==> src/rtl/ir_tx_cmd_queue_pkg.sv <==
// Shared widths, FSM encoding and queued-frame layout for the NEC IR command queue.
// IR_TX_REPEAT_EN adds a per-entry repeat count to the frame.
package ir_tx_pkg;

  localparam int unsigned NEC_ADDR_W = 16;
  localparam int unsigned NEC_CMD_W  = 8;

  typedef logic [1:0] state_t;
  localparam state_t S_IDLE = 2'd0;
  localparam state_t S_REQ  = 2'd1;
  localparam state_t S_BUSY = 2'd2;
  localparam state_t S_GAP  = 2'd3;

  typedef struct packed {
    logic [NEC_ADDR_W-1:0] addr;
    logic [NEC_CMD_W-1:0]  cmd;
`ifdef IR_TX_REPEAT_EN
    logic [3:0]            rpt;
`endif
  } frame_t;

endpackage

==> src/rtl/ir_tx_cmd_queue_if.sv <==
// Host-write and transmitter-drive signal bundle for ir_tx_cmd_queue.
// IR_TX_REPEAT_EN adds the wr_repeat field.
interface ir_tx_cmd_queue_if
  import ir_tx_pkg::*;
#(
  parameter int unsigned DEPTH = 8
) ();
  localparam int unsigned LW = $clog2(DEPTH) + 1;

  logic                  wr_en;
  logic [NEC_ADDR_W-1:0] wr_addr;
  logic [NEC_CMD_W-1:0]  wr_cmd;
  logic                  wr_full;
  logic                  wr_ovf;
  logic [LW-1:0]         fifo_level;
  logic [NEC_ADDR_W-1:0] tx_addr;
  logic [NEC_CMD_W-1:0]  tx_cmd;
  logic                  tx_send;
  logic                  tx_busy;
`ifdef IR_TX_REPEAT_EN
  logic [3:0]            wr_repeat;
`endif

  modport master (
    output wr_en, wr_addr, wr_cmd, tx_busy,
    input  wr_full, wr_ovf, fifo_level, tx_addr, tx_cmd, tx_send
`ifdef IR_TX_REPEAT_EN
    , output wr_repeat
`endif
  );

  modport slave (
    input  wr_en, wr_addr, wr_cmd, tx_busy,
    output wr_full, wr_ovf, fifo_level, tx_addr, tx_cmd, tx_send
`ifdef IR_TX_REPEAT_EN
    , input wr_repeat
`endif
  );

endinterface

==> src/rtl/ir_tx_cmd_queue_fifo.sv <==
// Synchronous frame FIFO with occupancy count and dropped-push pulse.
// Head entry is presented combinationally on rd_data.
module ir_tx_fifo
  import ir_tx_pkg::*;
#(
  parameter  int unsigned DEPTH = 8,
  localparam int unsigned AW    = $clog2(DEPTH),
  localparam int unsigned LW    = AW + 1
) (
  input  logic          clk,
  input  logic          rst,
  input  logic          wr_en,
  input  frame_t        wr_data,
  input  logic          rd_en,
  output frame_t        rd_data,
  output logic          full,
  output logic          empty,
  output logic          ovf,
  output logic [LW-1:0] count
);

  frame_t        mem [DEPTH];
  logic [AW-1:0] wr_ptr;
  logic [AW-1:0] rd_ptr;
  logic          push;
  logic          pop;

  // Full is judged on the registered count, so a pop in the same cycle cannot admit a push.
  assign full    = (count == LW'(DEPTH));
  assign empty   = (count == '0);
  assign push    = wr_en && !full;
  assign pop     = rd_en && !empty;
  assign rd_data = mem[rd_ptr];

  always_ff @(posedge clk) begin
    if (push) mem[wr_ptr] <= wr_data;
  end

  always_ff @(posedge clk) begin
    if (rst) begin
      wr_ptr <= '0;
      rd_ptr <= '0;
      count  <= '0;
      ovf    <= 1'b0;
    end else begin
      ovf <= wr_en && full;
      if (push) wr_ptr <= wr_ptr + AW'(1);
      if (pop)  rd_ptr <= rd_ptr + AW'(1);
      case ({push, pop})
        2'b10:   count <= count + LW'(1);
        2'b01:   count <= count - LW'(1);
        default: count <= count;
      endcase
    end
  end

endmodule

==> src/rtl/ir_tx_cmd_queue.sv <==
// Queues {addr, cmd} frames and feeds them one at a time to the NEC transmitter.
// IR_TX_REPEAT_EN: each entry is sent wr_repeat+1 times before the next pop.
module ir_tx_cmd_queue
  import ir_tx_pkg::*;
#(
  parameter int unsigned DEPTH       = 8,
  parameter int unsigned ACK_TIMEOUT = 1000,
  parameter int unsigned GAP_CYCLES  = 0
) (
  input  logic                clk,
  input  logic                rst,
  ir_tx_cmd_queue_if.slave    bus,
  output logic                err_timeout,
  output logic [15:0]         frames_sent,
  output logic                q_idle
);

  localparam int unsigned LW = $clog2(DEPTH) + 1;

  state_t                state;
  logic [31:0]           timer;
  logic [NEC_ADDR_W-1:0] tx_addr_q;
  logic [NEC_CMD_W-1:0]  tx_cmd_q;
  logic                  tx_send_q;
  frame_t                wr_frame;
  frame_t                head;
  logic                  fifo_full;
  logic                  fifo_empty;
  logic                  fifo_ovf;
  logic [LW-1:0]         level;
  logic                  pop;
  logic                  more_reps;

  always_comb begin
    wr_frame      = '0;
    wr_frame.addr = bus.wr_addr;
    wr_frame.cmd  = bus.wr_cmd;
`ifdef IR_TX_REPEAT_EN
    wr_frame.rpt  = bus.wr_repeat;
`endif
  end

  assign pop = (state == S_IDLE) && !fifo_empty;

  ir_tx_fifo #(.DEPTH(DEPTH)) u_fifo (
    .clk     (clk),
    .rst     (rst),
    .wr_en   (bus.wr_en),
    .wr_data (wr_frame),
    .rd_en   (pop),
    .rd_data (head),
    .full    (fifo_full),
    .empty   (fifo_empty),
    .ovf     (fifo_ovf),
    .count   (level)
  );

`ifdef IR_TX_REPEAT_EN
  logic [3:0] rep_left;
  assign more_reps = (rep_left != '0);
`else
  assign more_reps = 1'b0;
`endif

  always_ff @(posedge clk) begin
    if (rst) begin
      state       <= S_IDLE;
      timer       <= '0;
      tx_addr_q   <= '0;
      tx_cmd_q    <= '0;
      tx_send_q   <= 1'b0;
      err_timeout <= 1'b0;
      frames_sent <= '0;
`ifdef IR_TX_REPEAT_EN
      rep_left    <= '0;
`endif
    end else begin
      err_timeout <= 1'b0;
      case (state)
        S_IDLE: begin
          // Launch even if busy is already high; S_REQ then consumes that busy period.
          if (!fifo_empty) begin
            tx_addr_q <= head.addr;
            tx_cmd_q  <= head.cmd;
            tx_send_q <= 1'b1;
            timer     <= '0;
            state     <= S_REQ;
`ifdef IR_TX_REPEAT_EN
            rep_left  <= head.rpt;
`endif
          end
        end
        S_REQ: begin
          if (bus.tx_busy) begin
            tx_send_q <= 1'b0;
            state     <= S_BUSY;
          end else if (timer == ACK_TIMEOUT - 1) begin
            tx_send_q   <= 1'b0;
            err_timeout <= 1'b1;
            state       <= S_IDLE;
          end else begin
            timer <= timer + 32'd1;
          end
        end
        S_BUSY: begin
          if (!bus.tx_busy) begin
            frames_sent <= frames_sent + 16'd1;
            timer       <= '0;
            if (GAP_CYCLES != 0) begin
              state <= S_GAP;
            end else if (more_reps) begin
              tx_send_q <= 1'b1;
              state     <= S_REQ;
`ifdef IR_TX_REPEAT_EN
              rep_left  <= rep_left - 4'd1;
`endif
            end else begin
              state <= S_IDLE;
            end
          end
        end
        S_GAP: begin
          if (timer == GAP_CYCLES - 1) begin
            timer <= '0;
            if (more_reps) begin
              tx_send_q <= 1'b1;
              state     <= S_REQ;
`ifdef IR_TX_REPEAT_EN
              rep_left  <= rep_left - 4'd1;
`endif
            end else begin
              state <= S_IDLE;
            end
          end else begin
            timer <= timer + 32'd1;
          end
        end
        default: state <= S_IDLE;
      endcase
    end
  end

  assign bus.tx_addr    = tx_addr_q;
  assign bus.tx_cmd     = tx_cmd_q;
  assign bus.tx_send    = tx_send_q;
  assign bus.wr_full    = fifo_full;
  assign bus.wr_ovf     = fifo_ovf;
  assign bus.fifo_level = level;
  assign q_idle         = (state == S_IDLE) && fifo_empty;

endmodule

==> src/flat_wrapper.sv <==
// flat-port wrapper written by rule: the top's interface ports become plain ports
module ir_tx_cmd_queue_flat import ir_tx_pkg::*;
#(
  parameter int unsigned DEPTH       = 8,
  parameter int unsigned ACK_TIMEOUT = 1000,
  parameter int unsigned GAP_CYCLES  = 0
)
  (clk, rst, err_timeout, frames_sent, q_idle, bus_wr_en, bus_wr_addr, bus_wr_cmd, bus_tx_busy, bus_wr_full, bus_wr_ovf, bus_fifo_level, bus_tx_addr, bus_tx_cmd, bus_tx_send);
  ir_tx_cmd_queue_if #(.DEPTH(DEPTH)) bus_i ();
  input  logic clk;
  input  logic rst;
  output logic err_timeout;
  output logic [15:0] frames_sent;
  output logic q_idle;
  input wire logic [$bits(bus_i.wr_en)-1:0] bus_wr_en;
  input wire logic [$bits(bus_i.wr_addr)-1:0] bus_wr_addr;
  input wire logic [$bits(bus_i.wr_cmd)-1:0] bus_wr_cmd;
  input wire logic [$bits(bus_i.tx_busy)-1:0] bus_tx_busy;
  output wire logic [$bits(bus_i.wr_full)-1:0] bus_wr_full;
  output wire logic [$bits(bus_i.wr_ovf)-1:0] bus_wr_ovf;
  output wire logic [$bits(bus_i.fifo_level)-1:0] bus_fifo_level;
  output wire logic [$bits(bus_i.tx_addr)-1:0] bus_tx_addr;
  output wire logic [$bits(bus_i.tx_cmd)-1:0] bus_tx_cmd;
  output wire logic [$bits(bus_i.tx_send)-1:0] bus_tx_send;
  assign bus_i.wr_en = bus_wr_en;
  assign bus_i.wr_addr = bus_wr_addr;
  assign bus_i.wr_cmd = bus_wr_cmd;
  assign bus_i.tx_busy = bus_tx_busy;
  assign bus_wr_full = bus_i.wr_full;
  assign bus_wr_ovf = bus_i.wr_ovf;
  assign bus_fifo_level = bus_i.fifo_level;
  assign bus_tx_addr = bus_i.tx_addr;
  assign bus_tx_cmd = bus_i.tx_cmd;
  assign bus_tx_send = bus_i.tx_send;
  ir_tx_cmd_queue #(.DEPTH(DEPTH), .ACK_TIMEOUT(ACK_TIMEOUT), .GAP_CYCLES(GAP_CYCLES)) u_core (.clk(clk), .rst(rst), .bus(bus_i), .err_timeout(err_timeout), .frames_sent(frames_sent), .q_idle(q_idle));
endmodule
==> config.mk <==
export PLATFORM = sky130hd
export DESIGN_NAME = ir_tx_cmd_queue_flat
export DESIGN_NICKNAME = d
export VERILOG_FILES = /design/src/rtl/ir_tx_cmd_queue_pkg.sv /design/src/rtl/ir_tx_cmd_queue_if.sv /design/src/rtl/ir_tx_cmd_queue_fifo.sv /design/src/rtl/ir_tx_cmd_queue.sv /design/src/flat_wrapper.sv
export SDC_FILE = /design/constraint.sdc
export NUM_CORES = 1
export LEC_CHECK = 0
export BUFFER_PORTS_ARGS = -buffer_cell sky130_fd_sc_hd__buf_2
export CORE_UTILIZATION = 25
export CTS_CLUSTER_SIZE = 28
export DETAILED_ROUTE_END_ITERATION = 7
export PLACE_DENSITY_LB_ADDON = 0.3
export SETUP_SLACK_MARGIN = 0.2
export SLEW_MARGIN = 20
export SYNTH_ARGS = -nofsm -noshare
export SYNTH_HDL_FRONTEND = slang
export SYNTH_SLANG_ARGS = --single-unit
export TNS_END_PERCENT = 20
==> constraint.sdc <==
create_clock -name clk -period 5.15 [get_ports clk]
set_input_delay 1.545 -clock clk [delete_from_list [all_inputs] [get_ports clk]]
set_output_delay 1.545 -clock clk [all_outputs]
set_load 0.03 [all_outputs]
# ---- Word level (Yosys, flattened, before mapping)
# Memories as Yosys holds them, arrays and structs flattened. A register that Yosys moved wholly into a read port is not among the register bits.
# Cells that the tools add are included.
dict set report word_totals {
  memories 1
  ramBits 192
  input_bits 28
  ff_bits 63
  word_cells 71
}
dict set report classes {
  reduce_logical 17
  muxes 20
  bitwise 4
  add_sub_neg 6
  n_eq_ne 14
}
# name words word_bits read_ports rd_clocked_by_memory_dff write_ports line_no
set memory_table {}
lappend memory_table {u_core.u_fifo.mem 8 24 1 1 1 ir_tx_cmd_queue_fifo.sv:22} ;# frame_t mem [DEPTH];
# cell count
set op_table {}
lappend op_table {{32-bit 2-to-1 mux} 5}
lappend op_table {{32-bit case mux with 4 select lines} 1}
lappend op_table {{32-bit by 1-bit adder with 32-bit output, second input constant} 1}
lappend op_table {{32-bit by 10-bit == test with 1-bit output, second input constant} 1}
lappend op_table {{32-bit == test, second input constant} 1}
lappend op_table {{16-bit by 1-bit adder with 16-bit output, second input constant} 1}
lappend op_table {{2-bit 2-to-1 mux} 5}
lappend op_table {{2-bit != test, second input constant} 4}
lappend op_table {{2-bit case mux with 4 select lines} 1}
lappend op_table {{4-bit case mux with 2 select lines} 1}
lappend op_table {{4-bit AND reduction} 2}
lappend op_table {{3-bit by 1-bit adder with 3-bit output, second input constant} 2}
lappend op_table {{2-bit == test, second input constant} 3}
lappend op_table {{1-bit 2-to-1 mux} 6}
lappend op_table {{1-bit logical AND} 5}
lappend op_table {{4-bit by 1-bit adder with 4-bit output, second input constant} 1}
lappend op_table {{2-bit by 1-bit == test with 1-bit output, second input constant} 2}
lappend op_table {{4-bit == test, second input constant} 1}
lappend op_table {{4-bit logical NOT} 1}
lappend op_table {{1-bit NOT} 4}
lappend op_table {{2-bit AND reduction} 2}
lappend op_table {{4-bit by 1-bit subtractor with 4-bit output, second input constant} 1}
lappend op_table {{3-bit by 2-bit != test with 1-bit output, second input constant} 1}
lappend op_table {{3-bit AND reduction} 1}
lappend op_table {{other kinds (7)} 8}

# ---- Longest topological paths before layout
dict set report depth {
  ltp_word 6
  ltp_mapped 12
}

# ---- Hierarchy
# A second synthesis with hierarchy kept.
dict set report hier_totals {
  hier_cells 803
  area_unflattened_um2 11614.9
}
# mod instances seq_area_each_um2 area_each_um2 cells_each
set by_module_without_submodules {}
lappend by_module_without_submodules {ir_tx_fifo 1 6045.8 7981.4 355}
lappend by_module_without_submodules {ir_tx_cmd_queue 1 1521.5 3633.5 448}

# ---- Least setup slack after synthesis
# Ideal clock, no wire load.
dict set report synth_path {
  path_kind {input to register}
  start {in bus_wr_en}
  end {mem u_core.u_fifo.mem[2][0] (netlist bit), enable pin}
  setup_slack_ns 0.364
  path_stages 2
  required_time_ns 4.675
  t_arrival_ns 4.311
  cell_sequence {nand2_1 > nor4b_1}
}
dict set report synth_via {
  elab_chain_len 3
}
# item line_no
set synth_lines {}
lappend synth_lines {{start, declared} flat_wrapper.sv:15} ;# input wire logic [$bits(bus_i.wr_en)-1:0] bus_wr_en;
lappend synth_lines {{1-bit logical AND} ir_tx_cmd_queue_fifo.sv:31} ;# assign push = wr_en && !full;
lappend synth_lines {{1-bit 2-to-1 mux} ir_tx_cmd_queue_fifo.sv:36} ;# if (push) mem[wr_ptr] <= wr_data;
lappend synth_lines {{1-bit 2-to-1 mux (implied by the code)} ir_tx_cmd_queue_fifo.sv:36}
lappend synth_lines {{end, declared} ir_tx_cmd_queue_fifo.sv:22}
# Every way passes these cells.

# ---- Worst setup path after layout
dict set report layout_path {
  start {reg u_core.u_fifo.count[0]}
  end {out q_idle}
}
dict set report layout_via {
  elab_chain_len 2
}
# item line_no
set layout_lines {}
lappend layout_lines {{start, declared} ir_tx_cmd_queue_fifo.sv:19} ;# output logic [LW-1:0] count
lappend layout_lines {{start signal, assigned} ir_tx_cmd_queue_fifo.sv:50} ;# 2'b10: count <= count + LW'(1);
lappend layout_lines {{start signal, assigned} ir_tx_cmd_queue_fifo.sv:51} ;# 2'b01: count <= count - LW'(1);
lappend layout_lines {{start signal, assigned} ir_tx_cmd_queue_fifo.sv:52} ;# default: count <= count;
lappend layout_lines {{4-bit logical NOT} ir_tx_cmd_queue_fifo.sv:30} ;# assign empty = (count == '0);
lappend layout_lines {{1-bit logical AND} ir_tx_cmd_queue.sv:149} ;# assign q_idle = (state == S_IDLE) && fifo_empty;
lappend layout_lines {{end, declared} flat_wrapper.sv:14} ;# output logic q_idle;
# Every way passes these cells.

==> flow_summary.toml <==
[run_status]
status = "finished clean"

[finish]
area_growth_pct = 17.2
nets = 883
num-fill-cells = 4450
drive_gt1_share_pct = 23.8
final_common_cell = "edfxtp_1"
multi_input_area_um2 = 3700
most-common-layout-cells = "edfxtp_1 (192), dfxtp_1 (84), buf_2 (75)"
final_area_um2 = 13400
seq_area_um2 = 7510

[drt]
wl_met1_mm = 12.3
wl_met2_mm = 12.5
routed.top_layer = "met5"
vias = 6810
ant_nets = 0
drt_iter0_markers = 366
drt-total-wl_mm = 26.8
wl_per_cell_um = 18.4
dr_wl_met3_mm = 1.55
drc = 0
vias_per_cell = 4.66
drt_pass1_iterations = 5

[global_routing]
grt_overflow = 0
grt_usage_pct = 11.5
grt_max_degree = 74
grt_pass1_wl_mm = 41.5
grt_pass1_vias = 6823
antenna_found_initial = 5

[yosys]
ys_seq_area_share_pct = 65.7
synth-main-ff-cell = "edfxtp_1"
yosysWarnings = 0
synth.distinct_cells = 62
synth_top_cell_area_share_pct = 50.5
yosys_register_bits = 279
synth.avg_cell_area_um2 = 14.6
syn_nets = 816
yosysTopAreaCell = "edfxtp_1"
synthCells = 781
yosys-top-cells-area = "edfxtp_1 (50%), dfxtp_1 (15%), mux4_2 (9.5%), mux2i_1 (2.3%), nor2_1 (2.0%)"
synth_area_um2 = 11400
synth_edf_count = 192
async_flop_share_pct = 0

[placement]
io_buffers = 76
dp_hpwl_mm = 15.2
gp_congestion = 0.741
place_area_um2 = 12500

[floorplan]
coreArea_um2 = 44600
fp-row-count = 77
start_util_pct = 25.6
fp.dieW_um = 216
die_y_um = 216
pin_count = 77
die_area_um2 = 46500

[run]
maxCapViolCount = 0

[clocking]
root_buffer = "clkbuf_16"
cts_hold_buffers = 0
cts_tree = "done"
clk_latency_ns = 0.57
post_cts_buffers = 0
clock-sinks = 279
cts_made_buffers = 27
path_clk_slew_ns = 0.07
clockBufferDepth = 3
htreeDepth = 1
ctsResizeCount = 0

[setup_path]
cp_max_fo = 7
required_ns = 3.61
endpoint_kind = "primary output"
start_kind = "flop"
crit_arrival_ns = 2.20
criticalPathCategory = "flop to primary output"

[timing]
clock_skew_ns = 0.0108
tns_ns = 0
max_freq_ghz = 0.267
rsz0062_at_grt = "false"
period_share_pct = 72.8
worst_pin_slew_ns = 1.07
period_needed_ns = 3.75
setup_viol = 0
slew_violations = 0
slew-limit-headroom_pct = 28.2
hold_viol = 0

[pwr]
ir_drop_mv = 0.330
p_leak_nw = 4.38
p_total_mw = 6.40
powerDensity_nw_per_um2 = 478

[min_path]
hold_path_class = "flop to flop"
final timing paths:
path	start	end	slack, ns	cells after the start
worst max-delay path	u_core.u_fifo.count[0]	q_idle	1.40	3
worst min-delay path	u_core.frames_sent[15]	u_core.frames_sent[15]	0.49	2
worst max register to register	u_core.timer[1]	u_core.timer[23]	2.17	8
worst min register to register	u_core.frames_sent[15]	u_core.frames_sent[15]	0.49	2
kinds of logic after synthesis:
kind of cell	synth area share, %
compound gates	6.52
xor+xnor	1.61
fa+ha+maj	0.767
buf+inv	2.26
flops	65.7
mux	11.8
simple gates	11.3
synth_stat cells, types with 3 or more instances:
| cell type | n |
|---|---|
| a211oi_1 | 26 |
| a21oi_1 | 15 |
| a32oi_1 | 12 |
| and2_1 | 3 |
| and3_1 | 17 |
| and4_1 | 6 |
| buf_1 | 6 |
| buf_2 | 16 |
| clkbuf_1 | 27 |
| dfxtp_1 | 87 |
| edfxtp_1 | 192 |
| ha_1 | 7 |
| inv_1 | 10 |
| mux2i_1 | 26 |
| mux4_2 | 48 |
| nand2_1 | 37 |
| nand3_1 | 35 |
| nand4_1 | 15 |
| nor2_1 | 62 |
| nor3_1 | 5 |
| nor3b_1 | 8 |
| nor4_1 | 15 |
| nor4b_1 | 3 |
| o21a_1 | 4 |
| o21ai_0 | 14 |
| o32ai_2 | 3 |
| o41ai_1 | 9 |
| or3_1 | 7 |
| or4_1 | 7 |
| xnor2_1 | 5 |
| xor2_1 | 16 |
flip-flops by register name, indices dropped and copies added, names as in the netlist, 2 cells and up:
signal and cells:
u_core.u_fifo.mem 192, u_core.timer 32, u_core.bus.tx_addr 16, u_core.frames_sent 16, u_core.bus.tx_cmd 8, u_core.u_fifo.count 4, u_core.u_fifo.rd_ptr 3, u_core.u_fifo.wr_ptr 3
u_core.state 2
metrics by stage:
stage               hold slack, ns  setup slack (ns)  utilization, %  std cells
finish                       0.489              1.40            30.0       1461
global route                 0.526              1.07            30.0       1460
CTS                          0.500              1.32            29.9       1459
detailed placement           0.489              1.71            28.0       1410
global placement             0.471              1.74            28.0       1410
floorplan                    0.466             0.364               -        781
report_power, final:
part | switching [mW] | total (mW) | internal [mW]
combinational | 1.04 | 1.65 | 0.611
sequential | 0.163 | 2.76 | 2.60
clock | 0.862 | 1.99 | 1.13
total | 2.06 | 6.40 | 4.34
worst max-delay path, cell delays in order, from the launching register on:
cell	delay [ns]
dfxtp_1	0.38
nor4_1	0.43
nor3b_1	0.52
buf_2	0.30
layer usage:
layer	vias to the layer above	global-route usage, %
met2	126	18.9
li1	3211	-
met5	-	0
met1	3426	15.5
met4	8	2.39
met3	39	2.68
final cells by class:
type                            count  area share [%]
Antenna cell                        1          0.0187
Clock buffer                       40            5.96
Clock inverter                      9           0.645
Inverter                           11           0.308
Multi-Input combinational cell    440            27.7
Sequential cell                   279            56.1
Tap cell                          592            5.53
Timing Repair Buffer               89            3.74
No activity file was read; power rests on OpenSTA's default activity.
